===== src/rtl/huffman_merge_engine_if.sv =====
// Leaf-input and node-output handshake bundle for huffman_merge_engine.
interface huffman_merge_engine_if #(
  parameter int SYM_W  = 8,
  parameter int FREQ_W = 6
);
  logic              in_valid;
  logic              in_ready;
  logic [SYM_W-1:0]  in_sym;
  logic [FREQ_W-1:0] in_freq;
  logic              node_valid;
  logic              node_ready;
  logic [SYM_W:0]    node_left;
  logic [SYM_W:0]    node_right;
  logic [SYM_W-1:0]  node_id;
  logic [FREQ_W-1:0] node_freq;

  modport master (
    output in_valid, in_sym, in_freq, node_ready,
    input  in_ready, node_valid, node_left, node_right, node_id, node_freq
  );

  modport slave (
    input  in_valid, in_sym, in_freq, node_ready,
    output in_ready, node_valid, node_left, node_right, node_id, node_freq
  );
endinterface


===== src/rtl/huffman_merge_engine.sv =====
// Huffman tree builder: keeps (symbol, frequency) entries in a stably sorted
// list, then repeatedly merges the two lowest entries and emits each merge
// as a tree node over a valid/ready port until only the root remains.
module huffman_merge_engine #(
  parameter int DEPTH  = 8,
  parameter int SYM_W  = 8,
  parameter int FREQ_W = 6,
  parameter int CNT_W  = $clog2(DEPTH+1)
) (
  input  logic                   clk,
  input  logic                   rst,
  input  logic                   clear,
  input  logic                   start,
  huffman_merge_engine_if.slave  bus,
  output logic [CNT_W-1:0]       count,
  output logic                   busy,
  output logic                   done,
  output logic                   sat
);

  typedef enum logic [1:0] {IDLE, LOAD, MERGE, DONE} state_t;

  state_t            state, state_nxt;
  logic              slot_leaf [DEPTH];
  logic [SYM_W-1:0]  slot_id   [DEPTH];
  logic [FREQ_W-1:0] slot_freq [DEPTH];
  logic              nxt_leaf  [DEPTH];
  logic [SYM_W-1:0]  nxt_id    [DEPTH];
  logic [FREQ_W-1:0] nxt_freq  [DEPTH];
  logic [CNT_W-1:0]  count_nxt;
  logic [SYM_W-1:0]  id_cnt, id_cnt_nxt;
  logic              sat_nxt;

  logic              accept, handshake;
  logic [FREQ_W:0]   sum;
  logic [FREQ_W-1:0] merged_freq;
  int unsigned       cnt_i, ins_pos, mrg_pos;

  assign bus.in_ready = ((state == IDLE) || (state == LOAD)) && (count < CNT_W'(DEPTH));
  assign busy         = (state == MERGE);
  assign done         = (state == DONE);
  assign accept       = bus.in_valid & bus.in_ready;
  assign handshake    = bus.node_valid & bus.node_ready;

  assign sum          = {1'b0, slot_freq[0]} + {1'b0, slot_freq[1]};
  assign merged_freq  = sum[FREQ_W] ? '1 : sum[FREQ_W-1:0];

  assign bus.node_valid = busy;
  assign bus.node_left  = busy ? {slot_leaf[0], slot_id[0]} : '0;
  assign bus.node_right = busy ? {slot_leaf[1], slot_id[1]} : '0;
  assign bus.node_id    = busy ? id_cnt : '0;
  assign bus.node_freq  = busy ? merged_freq : '0;

  // Next-state: list insert/merge, counters and FSM transitions.
  always_comb begin
    state_nxt  = state;
    count_nxt  = count;
    id_cnt_nxt = id_cnt;
    sat_nxt    = sat;
    cnt_i      = 32'(count);
    ins_pos    = 0;
    mrg_pos    = 0;
    for (int unsigned i = 0; i < DEPTH; i++) begin
      nxt_leaf[i] = slot_leaf[i];
      nxt_id[i]   = slot_id[i];
      nxt_freq[i] = slot_freq[i];
    end

    if (clear) begin
      state_nxt  = IDLE;
      count_nxt  = '0;
      id_cnt_nxt = '0;
      sat_nxt    = 1'b0;
    end else begin
      if (accept) begin
        // Insert after every existing entry with freq <= the new one (stable).
        for (int unsigned i = 0; i < DEPTH; i++)
          if (i < cnt_i && slot_freq[i] <= bus.in_freq) ins_pos = i + 1;
        for (int unsigned i = 0; i < DEPTH; i++) begin
          if (i == ins_pos) begin
            nxt_leaf[i] = 1'b1;
            nxt_id[i]   = bus.in_sym;
            nxt_freq[i] = bus.in_freq;
          end else if (i > ins_pos && i <= cnt_i) begin
            nxt_leaf[i] = slot_leaf[i-1];
            nxt_id[i]   = slot_id[i-1];
            nxt_freq[i] = slot_freq[i-1];
          end
        end
        count_nxt = count + 1'b1;
        if (state == IDLE) state_nxt = LOAD;
      end

      if (start && (state == IDLE || state == LOAD)) begin
        id_cnt_nxt = '0;
        state_nxt  = (count_nxt >= CNT_W'(2)) ? MERGE : DONE;
      end

      if (handshake) begin
        // Drop slots 0/1 and splice the merged node into slots 2.. in one pass:
        // new[i] comes from old[i+2] before the insert point, old[i+1] after it.
        for (int unsigned i = 2; i < DEPTH; i++)
          if (i < cnt_i && slot_freq[i] <= merged_freq) mrg_pos = i - 1;
        for (int unsigned i = 0; i < DEPTH; i++) begin
          if (i < mrg_pos) begin
            if (i + 2 < DEPTH) begin
              nxt_leaf[i] = slot_leaf[i+2];
              nxt_id[i]   = slot_id[i+2];
              nxt_freq[i] = slot_freq[i+2];
            end
          end else if (i == mrg_pos) begin
            nxt_leaf[i] = 1'b0;
            nxt_id[i]   = id_cnt;
            nxt_freq[i] = merged_freq;
          end else if (i + 1 < cnt_i) begin
            nxt_leaf[i] = slot_leaf[i+1];
            nxt_id[i]   = slot_id[i+1];
            nxt_freq[i] = slot_freq[i+1];
          end
        end
        count_nxt  = count - 1'b1;
        id_cnt_nxt = id_cnt + 1'b1;
        if (sum[FREQ_W]) sat_nxt = 1'b1;
        if (count == CNT_W'(2)) state_nxt = DONE;
      end
    end
  end

  // State, list and counter registers.
  always_ff @(posedge clk or posedge rst) begin
    if (rst) begin
      state  <= IDLE;
      count  <= '0;
      id_cnt <= '0;
      sat    <= 1'b0;
      for (int unsigned i = 0; i < DEPTH; i++) begin
        slot_leaf[i] <= 1'b0;
        slot_id[i]   <= '0;
        slot_freq[i] <= '0;
      end
    end else begin
      state  <= state_nxt;
      count  <= count_nxt;
      id_cnt <= id_cnt_nxt;
      sat    <= sat_nxt;
      for (int unsigned i = 0; i < DEPTH; i++) begin
        slot_leaf[i] <= nxt_leaf[i];
        slot_id[i]   <= nxt_id[i];
        slot_freq[i] <= nxt_freq[i];
      end
    end
  end

endmodule


===== src/flat_wrapper.sv =====
// flat-port wrapper written by rule: the top's interface ports become plain ports
module huffman_merge_engine_flat 
#(
  parameter int DEPTH  = 8,
  parameter int SYM_W  = 8,
  parameter int FREQ_W = 6,
  parameter int CNT_W  = $clog2(DEPTH+1)
)
  (clk, rst, clear, start, count, busy, done, sat, bus_in_valid, bus_in_sym, bus_in_freq, bus_node_ready, bus_in_ready, bus_node_valid, bus_node_left, bus_node_right, bus_node_id, bus_node_freq);
  huffman_merge_engine_if #(.SYM_W(SYM_W), .FREQ_W(FREQ_W)) bus_i ();
  input  logic clk;
  input  logic rst;
  input  logic clear;
  input  logic start;
  output logic [CNT_W-1:0] count;
  output logic busy;
  output logic done;
  output logic sat;
  input wire logic [$bits(bus_i.in_valid)-1:0] bus_in_valid;
  input wire logic [$bits(bus_i.in_sym)-1:0] bus_in_sym;
  input wire logic [$bits(bus_i.in_freq)-1:0] bus_in_freq;
  input wire logic [$bits(bus_i.node_ready)-1:0] bus_node_ready;
  output wire logic [$bits(bus_i.in_ready)-1:0] bus_in_ready;
  output wire logic [$bits(bus_i.node_valid)-1:0] bus_node_valid;
  output wire logic [$bits(bus_i.node_left)-1:0] bus_node_left;
  output wire logic [$bits(bus_i.node_right)-1:0] bus_node_right;
  output wire logic [$bits(bus_i.node_id)-1:0] bus_node_id;
  output wire logic [$bits(bus_i.node_freq)-1:0] bus_node_freq;
  assign bus_i.in_valid = bus_in_valid;
  assign bus_i.in_sym = bus_in_sym;
  assign bus_i.in_freq = bus_in_freq;
  assign bus_i.node_ready = bus_node_ready;
  assign bus_in_ready = bus_i.in_ready;
  assign bus_node_valid = bus_i.node_valid;
  assign bus_node_left = bus_i.node_left;
  assign bus_node_right = bus_i.node_right;
  assign bus_node_id = bus_i.node_id;
  assign bus_node_freq = bus_i.node_freq;
  huffman_merge_engine #(.DEPTH(DEPTH), .SYM_W(SYM_W), .FREQ_W(FREQ_W), .CNT_W(CNT_W)) u_core (.clk(clk), .rst(rst), .clear(clear), .start(start), .bus(bus_i), .count(count), .busy(busy), .done(done), .sat(sat));
endmodule

===== config.mk =====
export PLATFORM = sky130hd
export DESIGN_NAME = huffman_merge_engine_flat
export DESIGN_NICKNAME = d
export VERILOG_FILES = /design/src/rtl/huffman_merge_engine_if.sv /design/src/rtl/huffman_merge_engine.sv /design/src/flat_wrapper.sv
export SDC_FILE = /design/constraint.sdc
export NUM_CORES = 1
export LEC_CHECK = 0
export BUFFER_PORTS_ARGS = -buffer_cell sky130_fd_sc_hd__buf_4
export CORE_UTILIZATION = 50
export CTS_CLUSTER_SIZE = 14
export DETAILED_ROUTE_END_ITERATION = 7
export HOLD_SLACK_MARGIN = 0.08
export PLACE_DENSITY = 0.67
export SLEW_MARGIN = 20
export SYNTH_ARGS = -nofsm -noshare
export SYNTH_HDL_FRONTEND = slang
export SYNTH_SLANG_ARGS = --single-unit
export TNS_END_PERCENT = 30

===== constraint.sdc =====
create_clock -name clk -period 5.8 [get_ports clk]
set_input_delay 0.58 -clock clk [delete_from_list [all_inputs] [get_ports clk]]
set_output_delay 0.58 -clock clk [all_outputs]
set_load 0.1 [all_outputs]

# [Word-level counts from Yosys, hierarchy flattened]
# Cells that the tools add are included.
[totals] wordCells=297 inputBits=20 output_inout_bits=41 ff_bits=135
[classes] mux=166 addsub=4 reduce_logical=31 magnitude_cmp=48 n_bitwise=2 eq_ne=18
[op_table] operator="two-way mux 8 bit" count=46
[op_table] operator="equality test 3 x 32 -> 1 bit (first input constant)" count=8
[op_table] operator="two-way mux 6 bit" count=42
[op_table] operator="equality test 2 x 32 -> 1 bit (first input constant)" count=4
[op_table] operator="greater-than comparator 3 x 32 -> 1 bit (first input constant)" count=4
[op_table] operator="less-than comparator 3 x 32 -> 1 bit (first input constant)" count=4
[op_table] operator="two-way mux 32 bit" count=4
[op_table] operator="two-way mux 64 bit" count=2
[op_table] operator="two-way mux 48 bit" count=2
[op_table] operator="less-or-equal comparator 6 bit" count=14
[op_table] operator="equality test 1 x 32 -> 1 bit (first input constant)" count=2
[op_table] operator="greater-than comparator 1 x 32 -> 1 bit (first input constant)" count=2
[op_table] operator="greater-than comparator 2 x 32 -> 1 bit (first input constant)" count=2
[op_table] operator="zero test 32 bit" count=2
[op_table] operator="less-than comparator 1 x 32 -> 1 bit (first input constant)" count=2
[op_table] operator="less-than comparator 2 x 32 -> 1 bit (first input constant)" count=2
[op_table] operator="two-way mux 1 bit" count=46
[op_table] operator="logical AND 1 bit" count=23
[op_table] operator="two-way mux 3 bit" count=7
[op_table] operator="two-way mux 2 bit" count=10
[op_table] operator="two-way mux 4 bit" count=5
[op_table] operator="two-way mux 9 bit" count=2
[op_table] operator="less-or-equal comparator 3 x 4 -> 1 bit (first input constant)" count=4
[op_table] operator="less-than comparator 3 x 4 -> 1 bit (first input constant)" count=4
[op_table] operator="20 further kinds" count=26

# [Logic depth before layout (Yosys ltp)]
[logic_depth] ltp_word=21 ltp_mapped=19

# [Least setup slack after synthesis]
# Ideal clock, no wire load.
[synth_path] path_kind="register to register" start="reg u_core.count[3]" end="reg u_core.slot_freq[35] (netlist name)" synth_period_minus_slack_ps=4566 slack_ps=1234 setup_time_ps=130 stages_incl_launch_ff=13 arrival_time_ps=4435 cell_sequence="dfrtp_1 buf_6 nor2_1 and2_1 o211ai_1 or4b_1 buf_2 or3_1 buf_2 buf_6 o221a_1 o21ai_1 nand3_1"
[synth_between] word_cells_on_any_way=56 cone_classes="12 x order compare; 2 x eq/ne; 25 x mux; 1 x bitwise; 16 x reduce/logical"
[synth_lines] item="from (decl)" line="huffman_merge_engine.sv:15" source="output logic [CNT_W-1:0] count,"
[synth_lines] item="from (signal assigned)" line="huffman_merge_engine.sv:143" source="count <= count_nxt;"
[synth_lines] item="less-than comparator 4 bit *" line="huffman_merge_engine.sv:39" source="assign bus.in_ready = ((state == IDLE) || (state == LOAD)) && (count < CNT_W'(DEPTH));"
[synth_lines] item="logical AND 1 bit *" line="huffman_merge_engine.sv:39"
[synth_lines] item="via bus_in_ready" line="flat_wrapper.sv:23" source="output wire logic [$bits(bus_i.in_ready)-1:0] bus_in_ready;"
[synth_lines] item="AND 1 bit *" line="huffman_merge_engine.sv:42" source="assign accept = bus.in_valid & bus.in_ready;"
[synth_lines] item="two-way mux 48 bit *" line="huffman_merge_engine.sv:75" source="if (accept) begin"
[synth_lines] item="two-way mux 6 bit" line="huffman_merge_engine.sv:115" source="end else if (i + 1 < cnt_i) begin"
[synth_lines] item="two-way mux 6 bit" line="huffman_merge_engine.sv:111" source="end else if (i == mrg_pos) begin"
[synth_lines] item="two-way mux 6 bit" line="huffman_merge_engine.sv:105" source="if (i < mrg_pos) begin"
[synth_lines] item="two-way mux 48 bit *" line="huffman_merge_engine.sv:99" source="if (handshake) begin"
[synth_lines] item="to (signal, indexed assignment)" line="huffman_merge_engine.sv:149" source="slot_freq[i] <= nxt_freq[i];"
[synth_lines] item="to (decl)" line="huffman_merge_engine.sv:26" source="logic [FREQ_W-1:0] slot_freq [DEPTH];"
# The timed path passes the listed nets; every way through them passes the cells marked *. The select of a mux whose other input is x is not followed.
# A chain may end at the register's enable or synchronous reset.

==> flow_metrics.tcl <==
set metrics [dict create \
    status "finished with violations" \
    violations "DRC" \
    finalPower_mw 8.41 \
    dp_hpwl_um 34000 \
    yosys_warnings 0 \
    portBuffers 60 \
    overflow 0 \
    criticalPathCategory "reg -> reg" \
    yosys-top-cells-area "dfrtp_1, ha_1, nand2_1, nor2_1, o21ai_0" \
    fmax_ghz 0.189 \
    clockRootBuffer "clkbuf_16" \
    syn_to_final_growth_pct 10.4 \
    setup_viol 0 \
    start_kind "flop" \
    cts.clk_slew.worst_paths_ns 0.07 \
    wirelength_um 47600 \
    maxCapViolCount 0 \
    final_area_um2 13500 \
    final_cells 1862 \
    async_flop_share 1.00 \
    rsz0062_at_grt "false" \
    finalMaxSlewViolations 0 \
    synth-seq-cells 135 \
    clock_latency_ns 0.44 \
    drt_first_pass_iters 8 \
    ys_types 81 \
    n_fill_cell 2230 \
    arrival_ns 5.61 \
    hold_viol 0 \
    timing.slew.headroom 0.309 \
    synth_top_area_frac 0.277 \
    place_area_um2 12900 \
    vias 13300 \
    critPathSlowestCell "nor2_1" \
    post-cts-setup-buffers 0 \
    ctsHoldBuffers 0 \
    grt_max_degree 89 \
    drt-vias-per-instance 7.13 \
    placementRows 56 \
    cts_made_buffers 17 \
    ioPinCount 61 \
    fin_nets 1646 \
    routedWlPerCell_um 25.5 \
    period_minus_slack_ns 5.28 \
    grt_pass1_wl_um 72400 \
    cp-end-kind "flop" \
    post-route-period-util 0.911 \
    synthesis.area_um2 12200 \
    diodes 0 \
    hold_slack_ns 0.325 \
    fin_skew_ns 0.0128 \
    postSynthAreaPerCell_um2 7.99 \
    synth_ff_type "dfrtp_1" \
    final_antenna_net_count 0 \
    hold_class "in -> async" \
    drive_gt1_frac 0.114 \
    syn-num-nets 1642 \
    core_area_um2 23700 \
    r2r_setup_slack_ns 0.52 \
    track_usage 0.385 \
    cts_buffer_depth 2 \
    cpPeakStageDelay_ns 0.48 \
    critPathMaxFanout 29 \
    synth-edff-count 0 \
    leakage_nw 5.60 \
    start_util 0.515 \
    place.gp.congestion 1.01 \
    path_buf_inv 3 \
    worst_pin_slew_ns 1.03 \
    synth_top_area_cell "dfrtp_1" \
    clkSinkCount 135 \
    dieArea_um2 25000 \
    powerDensity_nw_per_um2 625 \
    drc_errors 2 \
    synth_seq_area_share 0.277 \
    cp_cell_sequence "ha_1, fa_1, nand3_1, a21o_1, nand2_1, nor2_1, inv_1, ha_1, and4_1, mux2_2, a31oi_1, buf_4, o22ai_1, a2111oi_2, buf_4, o21ai_0, a221o_1" \
    antenna_found_initial 0 \
    htree_levels 4 \
    die_h_um 158 \
    grt_pass1_vias 12100 \
    syn_inst 1526 \
    crit_family "compound AO/OA/AOI/OAI gates" \
    required_ns 6.13 \
    tritoncts "built" \
    peakVddDrop_mv 0.366 \
    drtIter0Drc 1685 \
    dp.cells 1830 \
    cts-resized-gates 0 \
    die_w_um 158 \
    tns_ns 0 \
]
## placed cells by master, fill, tap and decap left out, types with 13 or more instances in the layout
cell / netlist / layout
o221ai_1: 32 / 32
ha_1: 95 / 95
a221o_1: 16 / 16
a21o_1: 25 / 25
a211oi_1: 28 / 28
buf_4: 3 / 104
o22ai_1: 24 / 24
o21ai_0: 95 / 95
a2bb2oi_1: 13 / 13
a21oi_1: 92 / 92
clkbuf_16: 0 / 17
inv_1: 48 / 47
nor2_1: 135 / 133
o32ai_1: 14 / 14
nand3_1: 59 / 59
a22oi_1: 17 / 17
o21a_1: 22 / 22
and2_1: 35 / 35
o211ai_1: 47 / 47
dfrtp_1: 135 / 135
mux2i_1: 27 / 27
nand4_1: 13 / 13
nor3_1: 24 / 24
nand2_1: 151 / 151
a31oi_1: 20 / 19
o21ai_1: 25 / 25
## worst register-to-register path, delay by kind of cell (launching register included)
family                     cells  cell delay (ns)
buffers and inverters          3             1.00
muxes                          1             0.26
adders and majority gates      3             1.09
AOI/OAI and AO/OA              6             1.45
DFF                            1             0.44
and+or+nand+nor                4             0.94
## area by class of cell
| cell class | instances | area [um2] | area share |
|---|---|---|---|
| Sequential cell | 135 | 3380 | 0.251 |
| Multi-Input combinational cell | 1222 | 8160 | 0.606 |
| Inverter | 50 | 193 | 0.0143 |
| Timing Repair Buffer | 104 | 781 | 0.0580 |
| Clock buffer | 17 | 425 | 0.0316 |
| Tap cell | 319 | 399 | 0.0296 |
| Clock inverter | 15 | 134 | 0.00994 |
## Yosys cell counts, drive strengths merged, types with 6 or more instances
| library cell | count |
|---|---|
| nand3 | 59 |
| a222oi | 6 |
| a31oi | 21 |
| a221o | 16 |
| a311oi | 10 |
| a21o | 25 |
| o32ai | 14 |
| mux2i | 27 |
| nand2b | 9 |
| o21a | 22 |
| o22a | 10 |
| o2bb2ai | 12 |
| or3 | 9 |
| a21oi | 94 |
| o22ai | 24 |
| a22oi | 17 |
| o221a | 18 |
| a2bb2oi | 13 |
| o31ai | 8 |
| and2 | 36 |
| o21ai | 120 |
| inv | 49 |
| nand2 | 154 |
| o21bai | 6 |
| dfrtp | 135 |
| clkbuf | 100 |
| nor2 | 137 |
| nand4 | 13 |
| ha | 95 |
| nor2b | 11 |
| o221ai | 32 |
| and3 | 8 |
| a211oi | 28 |
| o311ai | 8 |
| o211ai | 47 |
| nor3 | 25 |
| o32a | 7 |
| or2 | 7 |
| a211o | 12 |
| buf | 19 |
## metrics by stage
stage | setup WS, ns | utilization
after floorplan | 1.23 | -
after global placement | 0.743 | 0.545
after detailed placement | 0.668 | 0.545
after CTS | 0.658 | 0.568
after global routing | 0.347 | 0.569
final | 0.516 | 0.569
## where the power goes
group | total [mW] | switching [mW] | internal [mW]
combinational | 5.37 | 3.37 | 2.00
clock | 1.07 | 0.508 | 0.565
sequential | 1.97 | 0.668 | 1.30
total | 8.41 | 4.55 | 3.86
## worst paths after layout
check | start | to | depth (start not counted)
max in group asynchronous | rst | u_core.slot_leaf[1] | 3
min in group clk | start | u_core.state[1] | 3
setup reg to reg | u_core.slot_freq[36] | flop | 17
hold reg to reg | u_core.slot_id[36] | u_core.slot_id[36] | 2
hold / removal | rst | async pin | 2
setup / recovery | u_core.slot_freq[36] | flop | 17
## kinds of logic (layout without fill, tap and decap cells)
group / Yosys count / in the layout / synth area share
AO/OA/AOI/OAI: 602 / 602 / 0.352
AND/OR/NAND/NOR: 488 / 488 / 0.187
buffers and inverters: 169 / 186 / 0.0560
flip-flops: 135 / 135 / 0.277
adder cells (fa/ha/maj): 96 / 96 / 0.0991
multiplexers: 31 / 31 / 0.0259
XOR/XNOR: 5 / 5 / 0.00359
## per-layer routing
layer | global-route usage | up-vias | wire (um) | share of wire
li1 | - | 5844 | - | -
met1 | 0.537 | 6302 | 19500 | 0.41
met2 | 0.567 | 952 | 20100 | 0.42
met3 | 0.0780 | 183 | 5850 | 0.12
met4 | 0.180 | 0 | 2060 | 0.043
met5 | 0 | - | 0 | 0
Note: power is estimated with default switching activity, not from simulation.
